### config.mk
export PLATFORM = sky130hd
export DESIGN_NAME = bcd_counter_n
export DESIGN_NICKNAME = d
export VERILOG_FILES = /design/src/rtl/bcd_pkg.sv /design/src/rtl/bcd_digit.sv /design/src/rtl/bcd_counter_n.sv
export SDC_FILE = /design/constraint.sdc
export NUM_CORES = 1
export LEC_CHECK = 0
export ABC_AREA = 1
export CAP_MARGIN = 20
export CORE_ASPECT_RATIO = 0.5
export CORE_MARGIN = 10
export CORE_UTILIZATION = 35
export CTS_CLUSTER_SIZE = 8
export DETAILED_ROUTE_END_ITERATION = 7
export PLACE_DENSITY = 0.68
export SYNTH_ARGS = -nofsm -noshare
export SYNTH_HDL_FRONTEND = slang
export SYNTH_SLANG_ARGS = --single-unit
### constraint.sdc
create_clock -name clk -period 1.24 [get_ports clk]
set_input_delay 0.186 -clock clk [delete_from_list [all_inputs] [get_ports clk]]
set_output_delay 0.186 -clock clk [all_outputs]
set_load 0.01 [all_outputs]
### src/rtl/bcd_pkg.sv
// Shared BCD digit type, limits and nibble validity helper for the N-digit BCD counter.
package bcd_pkg;

  typedef logic [3:0] bcd_digit_t;

  localparam bcd_digit_t BCD_MAX = 4'd9;
  localparam bcd_digit_t BCD_MIN = 4'd0;

  function automatic logic is_bcd(input bcd_digit_t nibble);
    return (nibble <= BCD_MAX);
  endfunction

endpackage

### src/rtl/bcd_digit.sv
// One decade of the BCD counter: load, step up/down with roll-over, optional hold.
module bcd_digit
  import bcd_pkg::*;
(
  input  logic       clk,
  input  logic       rst,
  input  logic       load,
  input  bcd_digit_t load_d,
  input  logic       step,
  input  logic       up,
  input  logic       sat_hold,
  output bcd_digit_t q,
  output logic       at_max,
  output logic       at_min
);

  assign at_max = (q == BCD_MAX);
  assign at_min = (q == BCD_MIN);

  always_ff @(posedge clk) begin
    if (rst) begin
      q <= BCD_MIN;
    end else if (load) begin
      q <= load_d;
    end else if (step && !sat_hold) begin
      if (up) q <= at_max ? BCD_MIN : q + 4'd1;
      else    q <= at_min ? BCD_MAX : q - 4'd1;
    end
  end

endmodule

### src/rtl/bcd_counter_n.sv
// N-digit BCD up/down counter with checked parallel load, wrap/saturate limits,
// cascade terminal count and a time-multiplexed digit scan port.
module bcd_counter_n
  import bcd_pkg::*;
#(
  parameter int unsigned NDIGITS  = 4,
  parameter int unsigned SCAN_DIV = 16,
  parameter bit          SATURATE = 1'b0
) (
  input  logic                 clk,
  input  logic                 rst,
  input  logic                 en,
  input  logic                 up,
  input  logic                 load,
  input  logic [4*NDIGITS-1:0] load_val,
  output logic [4*NDIGITS-1:0] count,
  output logic                 tc,
  output logic                 load_err,
  output logic [2:0]           digit_sel,
  output logic [3:0]           digit_out
);

  localparam int unsigned PW = (SCAN_DIV > 1) ? $clog2(SCAN_DIV) : 1;

  logic [NDIGITS-1:0] at_max;
  logic [NDIGITS-1:0] at_min;
  logic [NDIGITS-1:0] nib_ok;
  logic [NDIGITS-1:0] lim;
  logic [NDIGITS:0]   lower_lim;
  bcd_digit_t         q_dig   [NDIGITS];
  bcd_digit_t         dig_pad [8];
  logic               load_ok;
  logic               sat_hold;
  logic [PW-1:0]      presc;
  logic               scan_wrap;
  logic [2:0]         sel_nxt;

  // lower_lim[k]: every digit below k sits at the limit for the current direction
  assign lower_lim[0] = 1'b1;

  for (genvar k = 0; k < NDIGITS; k++) begin : g_digit
    assign nib_ok[k]       = is_bcd(load_val[4*k +: 4]);
    assign lim[k]          = up ? at_max[k] : at_min[k];
    assign lower_lim[k+1]  = lower_lim[k] & lim[k];
    assign count[4*k +: 4] = q_dig[k];

    bcd_digit u_digit (
      .clk      (clk),
      .rst      (rst),
      .load     (load_ok),
      .load_d   (load_val[4*k +: 4]),
      .step     (en & ~load & lower_lim[k]),
      .up       (up),
      .sat_hold (sat_hold),
      .q        (q_dig[k]),
      .at_max   (at_max[k]),
      .at_min   (at_min[k])
    );
  end

  // Scan mux source, padded to 8 entries so digit_sel indexes it directly
  for (genvar k = 0; k < 8; k++) begin : g_pad
    if (k < NDIGITS) begin : g_used
      assign dig_pad[k] = q_dig[k];
    end else begin : g_unused
      assign dig_pad[k] = BCD_MIN;
    end
  end

  assign load_ok  = load & (&nib_ok);
  assign sat_hold = SATURATE & lower_lim[NDIGITS];
  assign tc       = en & ~load & lower_lim[NDIGITS];

  assign scan_wrap = (presc == PW'(SCAN_DIV - 1));
  assign sel_nxt   = (digit_sel == 3'(NDIGITS - 1)) ? 3'd0 : digit_sel + 3'd1;

  always_ff @(posedge clk) begin
    if (rst) begin
      load_err  <= 1'b0;
      presc     <= '0;
      digit_sel <= 3'd0;
      digit_out <= 4'd0;
    end else begin
      load_err <= load & ~(&nib_ok);
      if (scan_wrap) begin
        presc     <= '0;
        digit_sel <= sel_nxt;
        digit_out <= dig_pad[sel_nxt];
      end else begin
        presc     <= presc + PW'(1);
        digit_out <= dig_pad[digit_sel];
      end
    end
  end

endmodule

# After elaboration in Yosys (flattened, before gate mapping)
# Index checks and enable logic that the tools add are counted.
word_totals:
  ram_bits: 0
  inputBits: 21
  elab_cells: 86
  register_bits: 28
  latch_bits: 0
  rom_bits: 0
  memories: 0
classes:
  n_eq_ne: 6
  n_reduce_logical: 10
  add_sub_neg: 10
  n_mux: 32
  shift: 0
  multipliers: 0
  n_lt_le_gt_ge: 6
  bitwise: 14
  n_div: 0
op_table:
  columns: ["operator", "n"]
  rows:
  - ["$mux W4", 25]
  - ["$bmux W4 S3", 2]
  - ["$add A4 B1 Y4 const B", 5]
  - ["$eq A4 B4 Y1 const B", 5]
  - ["$le A4 B4 Y1 const B", 4]
  - ["$logic_not A4 Y1", 4]
  - ["$sub A4 B1 Y4 const B", 4]
  - ["$and A1 B1 Y1", 10]
  - ["$ge A4 B4 Y1 const B", 2]
  - ["$not A3 Y4", 2]
  - ["$reduce_bool A2 Y1", 4]
  - ["$mux W1", 4]
  - ["$reduce_and A4 Y1", 1]
  - ["$add A3 B1 Y3 const B", 1]
  - ["$eq A3 B2 Y1 const B", 1]
  - ["$mux W3", 1]
  - ["$not A1 Y1", 2]
  - ["$reduce_or A2 Y1", 1]

# Logic depth before layout (Yosys ltp)
logic_depth:
  ltp_word: 7
  depth_mapped: 11
  ltp_nobuf: 10

# Modules after synthesis
# From an unflattened synthesis, not the netlist that was laid out.
unflattened:
  hier_cells: 420
  hier_area_um2: 2363.5
by_module_without_submodules:
  columns: ["module", "instances", "area_each_um2", "cells_per_inst"]
  rows:
  - ["bcd_digit", 4, 354.1, 63]
  - ["bcd_counter_n", 1, 947.2, 168]

# Least setup slack after synthesis
# OpenSTA, ideal clock, no wires.
synth_timing:
  path_type: "register to output"
  startpoint: "reg g_digit[0].u_digit.q[3]"
  endpoint: "out tc"
  slack_ns: -0.285
  arrival_ns: 1.339
  stages_incl_launch_ff: 8
  path_cell_list: "dfxtp_1 > buf_2 > nand2_2 > nor2_2 > nor2_4 > nor2_8 > nand3_4 > a211oi_2"
synth_between:
  elab_chain_cells: 6
  word_cells_on_any_way: 7
  classes_between: "1 x eq/ne; 1 x mux; 4 x bitwise; 1 x reduce/logical"
synth_rtl:
  columns: ["item", "line_no", "text"]
  rows:
  - ["start: declaration", "bcd_digit.sv:12", "output bcd_digit_t q,"]
  - ["start signal: assignment", "bcd_digit.sv:24", "q <= load_d;"]
  - ["start signal: assignment", "bcd_digit.sv:26", "if (up) q <= at_max ? BCD_MIN : q + 4'd1;"]
  - ["start signal: assignment", "bcd_digit.sv:27", "else q <= at_min ? BCD_MAX : q - 4'd1;"]
  - ["$eq A4 B4 Y1 / $logic_not A4 Y1 (equally long branches)", "bcd_digit.sv:17, bcd_digit.sv:18", null]
  - ["$mux W1 (*)", "bcd_counter_n.sv:43", "assign lim[k] = up ? at_max[k] : at_min[k];"]
  - ["$and A1 B1 Y1 (*) (3 in a row)", "bcd_counter_n.sv:44", "assign lower_lim[k+1] = lower_lim[k] & lim[k];"]
  - ["$and A1 B1 Y1 (*)", "bcd_counter_n.sv:72", "assign tc = en & ~load & lower_lim[NDIGITS];"]
  - ["end: declaration", "bcd_counter_n.sv:17", "output logic tc,"]
# Every way passes the cells marked *; elsewhere a longest branch is shown, timed or not.

# Worst setup path in the final report
layout_timing:
  startpoint: "reg g_digit[0].u_digit.q[1]"
  endpoint: "out tc"
# The elaborated chain is that of the path after synthesis.

==> results.tsv <==
metric	value	unit
coreArea	6110	um^2
row_count	20	
multi_input_area	1650	um^2
violations	negative setup slack	
grt_pass1_vias	2857	
wl_per_cell	13.6	um
cp-end-kind	primary output	
track_usage	16.1	%
yosys.area_share.simple	47.0	%
drcViolationCount	0	
min_path_cells	6	
cts_tree	yes	
timing.setup.tns	-4060	ps
crit_required	1050	ps
status	finished, violations left	
powerDensity	737	nW/um^2
dr.pass1.iters	5	
dp_cells	595	
drtIter0Drc	271	
htreeDepth	1	
layout-drive-gt1-share	38.7	%
period_share	134	%
ctsHoldBuffers	0	
hold_viol	0	
grt_use_met3	3.42	%
synth_compound_area_share	15.7	%
gp_congestion	0.960	
drtAntennaViolNets	0	
use_met1	20.8	%
cp-start-kind	flop	
grt_max_degree	17	
rsz0062_at_grt	yes	
synth_cell_type_count	31	
cts_buffers	3	
die_h	76.2	um
drv_cap	0	
fin_util	63.1	%
synth_top_area_share	25.3	%
grt_pass1_wl	13800	um
syn_avg_cell_area	5.76	um^2
fin_nets	548	
antenna_found_initial	0	
overflow	0	
ys_seq_area_share	25.3	%
worstHoldPathType	in2reg	
seqCellArea	599	um^2
synth_adder_area_share	1.13	%
syn_inst	384	
ys_top_cells_by_area	dfxtp_1, nand2_1, nor2_1	
ys_ff_latch	28	
yosysWarnings	0	
dp_hpwl	6300	um
power_leakage	1.98	nW
wirelength	8340	um
synth_xor_area_share	0.396	%
worst-setup-path-type	reg2out	
port_buffers	45	
cts_max_path_buffers	2	
area.growth.synth_to_final	74.1	%
start_util	36.3	%
fill_cells	550	
cp.arrival	1480	ps
setup_ws	-425	ps
clk_pin_slew_worst_paths	70	ps
synth_top_family_by_area	simple AND/OR/NAND/NOR gates	
cts.sinks	28	
root_buffer	clkbuf_16	
fin_crit	1660	ps
syn-num-nets	407	
num_vias	3020	
die_w	132	um
final_cell_count_no_fill	612	
worstSkewPairLatency	270	ps
fmax	601	MHz
n_antenna_cell	0	
synth_top_area_cell	dfxtp_1	
ir_worst_vdd	539	uV
crit_fanout	3	
worst_pin_slew	295	ps
die_area	10100	um^2
slew_violations	0	
ioPinCount	46	
rr_worst_depth	14	
grt_busiest_layer	met2	
via_per_inst	4.93	
slew_headroom	80.1	%
finalClockSkew	7.08	ps
hold_slack	340	ps
setup-violations-final	20	
met2_usage	26.8	%
syn_area	2210	um^2
synthMuxAreaShare	0	%
## placed cells by master, fill, tap and decap left out, drive strengths merged, types with 7 or more instances in the layout
cell type,n
nand3,40
dfxtp,28
nor2,63
clkbuf,10
clkdlybuf4s50,7
clkdlybuf4s15,11
buf,106
o21ai,41
a21oi,22
nand2,124
dlygate4sd2,16
inv,39
## sequential cells by signal, indices dropped and copies added, names as in the netlist
register	flops
digit_sel	3
digit_out	4
load_err	1
g_digit.u_digit.q	16
presc	4
## worst paths after layout
kind                            from                       to  slack, ps
max          g_digit[0].u_digit.q[1]                       tc       -420
min                     load_val[10]  g_digit[2].u_digit.q[2]        340
max reg2reg  g_digit[0].u_digit.q[1]  g_digit[2].u_digit.q[3]       -370
min reg2reg                 presc[3]                 presc[3]        490
## cells by family (layout without fill, tap and decap cells)
kind of cell,after synthesis,count (layout)
AOI/OAI and AO/OA,66,66
xor gates and xnor gates,1,1
adders and majority gates,2,2
buffers and inverters,53,193
DFF,28,28
and+or+nand+nor,234,234
## critical path, stage by stage, from the launching register on
cell,delay [ps]
dfxtp_4,370
nor2_4,110
nand2_2,90
nand2_4,80
nand2_4,60
nor2_8,100
nand3_4,90
a211oi_4,150
buf_2,160
## power by group
part           total, mW  internal (mW)  leakage [nW]  switching [mW]
Clock              0.844          0.496        0.0442           0.348
Sequential         0.985          0.939         0.237          0.0461
Combinational       1.01          0.497          1.70           0.514
Total               2.84           1.93          1.98           0.908
## synthesized netlist by cell type (all sizes together)
library cell	number
a211oi	1
a21oi	22
buf	5
bufinv	1
clkbuf	6
clkinv	2
dfxtp	28
ha	2
inv	39
nand2	124
nand3	40
nand3b	2
nand4	2
nor2	63
nor3	2
o211ai	2
o21ai	41
or2	1
xnor2	1
## final cells by class
type / count / area share (%)
repair buffers: 147 / 31.8
flip-flops and latches: 28 / 15.6
inverters: 42 / 4.61
multi-input cells: 303 / 42.9
well taps: 88 / 2.86
clock buffers: 4 / 2.31
## per-stage QoR
stage          area [um^2]  power (mW)  worst slack [ps]
2_1_floorplan         2280        1.45              -232
3_3_place_gp          3450        1.90              -930
3_5_place_dp          3450        1.91              -960
4_1_cts               3730        2.79              -419
5_1_grt               3850        2.99              -517
6_report              3850        2.84              -425
## layer usage
layer / wire length (um) / share of wire (%) / up-vias
met5: 0 / 0 / -
met3: 527 / 6.3 / 14
met2: 3890 / 47 / 112
li1: - / - / 1514
met1: 3810 / 46 / 1380
met4: 106 / 1.3 / 0
## timing repair
| item | in CTS | in global routing |
|---|---|---|
| endpoints found under the setup margin | 46 | 33 |
| gates cloned | 1 | 0 |
| resized for setup | 122 | 56 |
| buffers inserted | 8 | 4 |
| pin swaps | 23 | 14 |
Power figures use the tool's default switching activity.
